**src/rtl/vector_cache_pkg.sv**
```systemverilog
// Shared vector-cache types and widths for the evict data path.
// Lines travel as ram_to_evdb_pld_t and leave as BUS_WIDTH beats of evict_to_ds_pld_t.
package vector_cache_pkg;

  localparam int BUS_WIDTH            = 128;
  localparam int LINE_WIDTH           = 1024;
  localparam int MSHR_ENTRY_IDX_WIDTH = 4;
  localparam int DB_ENTRY_IDX_WIDTH   = 3;
  localparam int TXNID_WIDTH          = 12;
  localparam int SIDEBAND_WIDTH       = 8;
  localparam int EVICT_BEATS          = 1024 / BUS_WIDTH;

  typedef struct packed {
    logic [TXNID_WIDTH-1:0]          txnid;
    logic [SIDEBAND_WIDTH-1:0]       sideband;
    logic [MSHR_ENTRY_IDX_WIDTH-1:0] rob_entry_id;
    logic [DB_ENTRY_IDX_WIDTH-1:0]   db_entry_id;
  } evict_req_pld_t;

  typedef struct packed {
    logic [LINE_WIDTH-1:0] data;
    evict_req_pld_t        evict_req_pld;
  } ram_to_evdb_pld_t;

  typedef struct packed {
    logic [BUS_WIDTH-1:0]            data;
    logic                            last;
    logic [MSHR_ENTRY_IDX_WIDTH-1:0] rob_entry_id;
    logic [DB_ENTRY_IDX_WIDTH-1:0]   db_entry_id;
    logic [TXNID_WIDTH-1:0]          txnid;
    logic [SIDEBAND_WIDTH-1:0]       sideband;
  } evict_to_ds_pld_t;

  typedef struct packed {
    logic [MSHR_ENTRY_IDX_WIDTH-1:0] rob_entry_id;
    logic [DB_ENTRY_IDX_WIDTH-1:0]   db_entry_id;
  } evict_done_pld_t;

  typedef enum logic {
    SER_IDLE = 1'b0,
    SER_SEND = 1'b1
  } evict_ser_state_e;

endpackage

```
**src/rtl/evict_line_fifo.sv**
```systemverilog
// Generic DEPTH-entry payload FIFO; head is a combinational read of the rd_ptr slot, count updates one cycle after push/pop.
// Backpressure: push while full and pop while empty are ignored, so callers gate on full/empty.
module evict_line_fifo
  import vector_cache_pkg::*;
#(
  parameter int DEPTH = 4,
  parameter int WIDTH = 8,
  localparam int PTR_W = $clog2(DEPTH),
  localparam int CNT_W = PTR_W + 1
) (
  input  logic             clk,
  input  logic             rst,
  input  logic             push,
  input  logic [WIDTH-1:0] push_dat,
  input  logic             pop,
  output logic [WIDTH-1:0] head_dat,
  output logic             full,
  output logic             empty,
  output logic [CNT_W-1:0] count
);

  logic [WIDTH-1:0] mem [DEPTH];
  logic [PTR_W-1:0] wr_ptr;
  logic [PTR_W-1:0] rd_ptr;
  logic             do_push;
  logic             do_pop;

  assign full     = (count == CNT_W'(DEPTH));
  assign empty    = (count == '0);
  assign do_push  = push && !full;
  assign do_pop   = pop && !empty;
  assign head_dat = mem[rd_ptr];

  // DEPTH is a power of two, so the pointers wrap by plain overflow.
  always_ff @(posedge clk) begin
    if (rst) begin
      wr_ptr <= '0;
      rd_ptr <= '0;
      count  <= '0;
    end else begin
      if (do_push) wr_ptr <= wr_ptr + 1'b1;
      if (do_pop)  rd_ptr <= rd_ptr + 1'b1;
      count <= count + CNT_W'(do_push) - CNT_W'(do_pop);
    end
  end

  always_ff @(posedge clk) begin
    if (do_push) mem[wr_ptr] <= push_dat;
  end

endmodule

```
**src/rtl/evict_data_serializer.sv**
```systemverilog
// Splits buffered 1024-bit evict lines into BUS_W beats with last; beat 0 one cycle after push, one-cycle done pulse after the final beat.
// Beats hold stable under downstream stall; evdb_in_rdy is registered-only (count < DEPTH) with no path from evict_ds_rdy.
module evict_data_serializer
  import vector_cache_pkg::*;
#(
  parameter int DEPTH  = 4,
  parameter int LINE_W = 1024,
  parameter int BUS_W  = BUS_WIDTH,
  parameter int BEATS  = LINE_W / BUS_W
) (
  input  logic                                clk,
  input  logic                                rst,
  input  logic                                evdb_in_vld,
  output logic                                evdb_in_rdy,
  input  logic [$bits(ram_to_evdb_pld_t)-1:0] evdb_in_pld,
  output logic                                evict_ds_vld,
  input  logic                                evict_ds_rdy,
  output logic [$bits(evict_to_ds_pld_t)-1:0] evict_ds_pld,
  output logic                                evict_done_vld,
  output logic [MSHR_ENTRY_IDX_WIDTH-1:0]     evict_done_rob_id,
  output logic [DB_ENTRY_IDX_WIDTH-1:0]       evict_done_db_id
);

  localparam int ENTRY_W = $bits(ram_to_evdb_pld_t);
  localparam int CNT_W   = $clog2(DEPTH) + 1;
  localparam int BEAT_W  = (BEATS > 1) ? $clog2(BEATS) : 1;

  logic [ENTRY_W-1:0] head_dat;
  ram_to_evdb_pld_t   head;
  logic [CNT_W-1:0]   count;
  logic [CNT_W-1:0]   count_nxt;
  logic               fifo_full;
  logic               fifo_empty;
  logic               push;
  logic               pop;
  logic               beat_hs;
  logic               is_last;
  evict_ser_state_e   state;
  evict_ser_state_e   state_nxt;
  logic [BEAT_W-1:0]  beat_cnt;
  logic [BEAT_W-1:0]  beat_nxt;
  logic [BUS_W-1:0]   beat_dat [BEATS];
  evict_to_ds_pld_t   ds_pld;
  evict_done_pld_t    done_pld;

  evict_line_fifo #(
    .DEPTH (DEPTH),
    .WIDTH (ENTRY_W)
  ) u_line_fifo (
    .clk      (clk),
    .rst      (rst),
    .push     (push),
    .push_dat (evdb_in_pld),
    .pop      (pop),
    .head_dat (head_dat),
    .full     (fifo_full),
    .empty    (fifo_empty),
    .count    (count)
  );

  assign head        = ram_to_evdb_pld_t'(head_dat);
  assign evdb_in_rdy = !fifo_full;
  assign push        = evdb_in_vld && evdb_in_rdy;

  assign evict_ds_vld = (state == SER_SEND);
  assign is_last      = (beat_cnt == BEAT_W'(BEATS - 1));
  assign beat_hs      = evict_ds_vld && evict_ds_rdy;
  assign pop          = beat_hs && is_last && !fifo_empty;
  assign count_nxt    = count + CNT_W'(push) - CNT_W'(pop);

  for (genvar i = 0; i < BEATS; i++) begin : g_beat
    assign beat_dat[i] = head.data[i*BUS_W +: BUS_W];
  end

  // Entering SEND on the push itself is what gives beat 0 the cycle after the line arrives.
  always_comb begin
    state_nxt = state;
    beat_nxt  = beat_cnt;
    unique case (state)
      SER_IDLE: begin
        if (count_nxt != '0) state_nxt = SER_SEND;
      end
      SER_SEND: begin
        if (beat_hs) begin
          if (is_last) begin
            beat_nxt = '0;
            if (count_nxt == '0) state_nxt = SER_IDLE;
          end else begin
            beat_nxt = beat_cnt + 1'b1;
          end
        end
      end
    endcase
  end

  always_ff @(posedge clk) begin
    if (rst) begin
      state    <= SER_IDLE;
      beat_cnt <= '0;
    end else begin
      state    <= state_nxt;
      beat_cnt <= beat_nxt;
    end
  end

  always_comb begin
    ds_pld              = '0;
    ds_pld.data         = beat_dat[beat_cnt];
    ds_pld.last         = is_last;
    ds_pld.rob_entry_id = head.evict_req_pld.rob_entry_id;
    ds_pld.db_entry_id  = head.evict_req_pld.db_entry_id;
    ds_pld.txnid        = head.evict_req_pld.txnid;
    ds_pld.sideband     = head.evict_req_pld.sideband;
  end

  assign evict_ds_pld = ds_pld;

  always_ff @(posedge clk) begin
    if (rst) begin
      evict_done_vld <= 1'b0;
      done_pld       <= '0;
    end else begin
      evict_done_vld <= pop;
      if (pop) begin
        done_pld.rob_entry_id <= head.evict_req_pld.rob_entry_id;
        done_pld.db_entry_id  <= head.evict_req_pld.db_entry_id;
      end
    end
  end

  assign evict_done_rob_id = done_pld.rob_entry_id;
  assign evict_done_db_id  = done_pld.db_entry_id;

endmodule

```
**config.mk**
```make
export PLATFORM = sky130hd
export DESIGN_NAME = evict_data_serializer
export DESIGN_NICKNAME = d
export VERILOG_FILES = /design/src/rtl/vector_cache_pkg.sv /design/src/rtl/evict_line_fifo.sv /design/src/rtl/evict_data_serializer.sv
export SDC_FILE = /design/constraint.sdc
export NUM_CORES = 2
export LEC_CHECK = 0
export ABC_CLOCK_PERIOD_IN_PS = 30900
export BUFFER_PORTS_ARGS = -buffer_cell sky130_fd_sc_hd__buf_2
export CAP_MARGIN = 10
export CORE_MARGIN = 3
export CORE_UTILIZATION = 25
export DETAILED_ROUTE_END_ITERATION = 16
export PLACE_DENSITY = 0.49
export REMOVE_ABC_BUFFERS = 1
export SLEW_MARGIN = 20
export SYNTH_ARGS = -nofsm -noshare
export SYNTH_HDL_FRONTEND = slang
export SYNTH_MEMORY_MAX_BITS = 65536
export SYNTH_SLANG_ARGS = --single-unit
```
**constraint.sdc**
```tcl
create_clock -name clk -period 30.9 [get_ports clk]
set_clock_uncertainty 0.1 [all_clocks]
set_input_delay 6.18 -clock clk [delete_from_list [all_inputs] [get_ports clk]]
set_output_delay 6.18 -clock clk [all_outputs]
set_load 0.02 [all_outputs]
```
==> results.cfg <==
[status]
status = complete, no violations

[global_routing]
grt_pass1_vias = 84600
grt_first_pass_wirelength_um = 647000
grt_max_degree = 129
track_usage_pct = 13.4
gr-total-overflow = 0
antenna_found_initial = 494

[route]
vias = 84800
wl_um = 466000
drt-wirelength-per-cell_um = 24.5
drc = 0
ant_nets = 0
drt_iter0_markers = 6152
dr.pass1.iters = 5
via_per_inst = 4.46

[yosys]
yosys_warnings = 0
ys_async_sr_fraction_pct = 0
synth-edff-count = 4204
avgSynthCellArea_um2 = 19.1
synthTopCellsByArea = edfxtp_1, mux2i_1, a22oi_1, nand3_1, buf_6
netlist_area_um2 = 163000
synth_top_area_share_pct = 77.3
netlist-cell-type-count = 31
ys_seq_elements = 4225
netlist_instances = 8564
ys.flop_type = edfxtp_1
synth_top_area_cell = edfxtp_1
yosysSeqAreaShare_pct = 77.6

[clock_network]
cts_resized = 0
clk_pin_slew_worst_paths_ps = 60
holdBufCountCts = 0
cts_tree = built
htreeDepth = 5
post_cts_buffers = 0
numCtsBuffers = 451
cts.sinks = 4225
clk_path_buf_depth = 4
root_buffer = clkbuf_16
clk_latency_ps = 1040

[critical_path]
r2r_start = u_line_fifo.count[1]
crit_path_end_kind = primary output
ff2ff_setup_slack_ps = 24230
ff2ff_path_depth = 9
critPathKind = reg2out
arrival_ps = 8870
critPathMaxFanout = 124
start_kind = register
required_ps = 24620

[sta]
period_share_pct = 49.0
fin_setup_tns_ps = 0
setup_violations = 0
min_period_ps = 15150
max_slew.worst_pin.slew_ps = 1150
fmax_ghz = 0.0660
hold_violations = 0
rsz0062_at_grt = no
finalMaxSlewViolations = 0
slew_headroom_pct = 23.6
layout_setup_ws_ps = 15750

[placement]
gp_congestion = 0.744
io_buffer_count = 1220
place_ws_ps = 16670
dp_hpwl_um = 292000

[pwr]
p_total_mw = 13.4
p_leak_nw = 57.6
ir_worst_vdd_mv = 0.0489
power_density_nw_per_um2 = 69.6

[die]
start_util_pct = 25.1
core.rowCount = 296
dieHeight_um = 814
num_io_pins = 1221
dieArea_um2 = 663000
fp.dieW_um = 814
coreArea_um2 = 650000

[cells_and_area]
drive_gt1_share_pct = 19.8
multi_input_area_um2 = 32800
fillers = 64300
syn2layout_area_growth_pct = 17.7
seqCellArea_um2 = 127000
final_util_pct = 29.6
final_nets = 11000

[min_path]
min_path_cells = 2
holdCritStartpoint = evict_done_rob_id[2]
min_path_type = reg2reg

[run]
drv_cap = 0
-- cells in the mapped netlist, types with 15 or more instances --
master and n:
clkbuf_1 51, and3_1 20, mux2i_1 2056, a31oi_1 16, nand3_1 498, mux4_2 27, nand4_1 112, buf_2 227
a22oi_1 1024, buf_1 15, buf_6 136, buf_8 24, dfxtp_1 21, edfxtp_1 4204, nor2_1 17, buf_4 61
-- worst max-delay path, stage by stage, from the launching register on --
cell and delay, ps:
dfxtp_4 730, buf_4 640, buf_12 530, buf_4 800, buf_4 860, buf_4 830
buf_4 850, buf_12 660, mux2i_1 280, a22oi_1 110, nand3_1 120, nand4_1 350
buf_2 310
-- sequential cells by signal, summed over array words and instances, names as in the netlist, named ones only --
| signal | count |
|---|---|
| beat_cnt | 3 |
| evict_done_db_id | 3 |
| evict_done_rob_id | 4 |
| evict_ds_vld | 1 |
| evict_done_vld | 1 |
| u_line_fifo.wr_ptr | 2 |
| u_line_fifo.rd_ptr | 2 |
| u_line_fifo.mem | 4204 |
| u_line_fifo.count | 3 |
-- cell families (layout without fill, tap and decap cells) --
kind of cell / Yosys count / in the layout / share of synthesized area [%]
other cells: 0 / 90 / 0
flops: 4225 / 4225 / 77.6
fa+ha+maj: 11 / 11 / 0.0935
xor+xnor: 6 / 6 / 0.0322
compound gates: 1044 / 1044 / 4.78
mux: 2083 / 2083 / 13.0
simple gates: 667 / 667 / 2.14
buf+inv: 528 / 2235 / 2.39
-- placed cells by master (no fill, tap or decap), drive strengths merged, types with 4 or more instances in the layout --
master,netlist,routed
and3,20,20
nand4,112,112
nor2,18,18
clkinvlp,0,10
nor2b,7,7
nand3,498,498
a31oi,16,16
inv,6,15
bufinv,0,19
dfxtp,21,21
diode,0,90
ha,9,9
mux2i,2056,2056
nand2,4,4
buf,470,1416
mux4,27,27
a22oi,1024,1024
edfxtp,4204,4204
clkinv,0,201
and2,4,4
clkbuf,52,574
-- per-layer routing --
layer,wire (um),GRT usage (%),vias to the layer above
met5,1470,0,-
met2,225000,22.6,2426
li1,-,-,37900
met1,193000,16.7,43000
met3,32400,3.84,1263
met4,14400,3.53,236
-- through the flow --
stage          instance area, um^2  hold slack (ps)  cells
4_1_cts                     192000              395  18900
3_3_place_gp                178000              370  18100
5_1_grt                     192000              440  18900
6_report                    192000              390  19000
2_1_floorplan               159000              376   8042
3_5_place_dp                178000              378  18100
-- path summary, 6_finish.rpt --
kind                                                 to
worst max-delay path                   evict_ds_pld[60]
worst min-delay path               evict_done_rob_id[2]
worst max register to register  u_line_fifo.mem[2][539]
worst min register to register     evict_done_rob_id[2]
-- final cells by class --
| class | instances | share of cell area (%) |
|---|---|---|
| clock buffers | 574 | 6.12 |
| multi-input cells | 3811 | 17.1 |
| inverters | 6 | 0.0117 |
| repair buffers | 1416 | 4.08 |
| well taps | 8642 | 5.63 |
| clock inverters | 239 | 1.10 |
| diodes | 90 | 0.117 |
| flip-flops and latches | 4225 | 65.9 |
-- power breakdown --
part           internal (mW)  switching (mW)
logic                  0.344           0.896
registers               6.94           0.104
clock network           2.85            2.24
No activity file was read; power rests on OpenSTA's default activity.
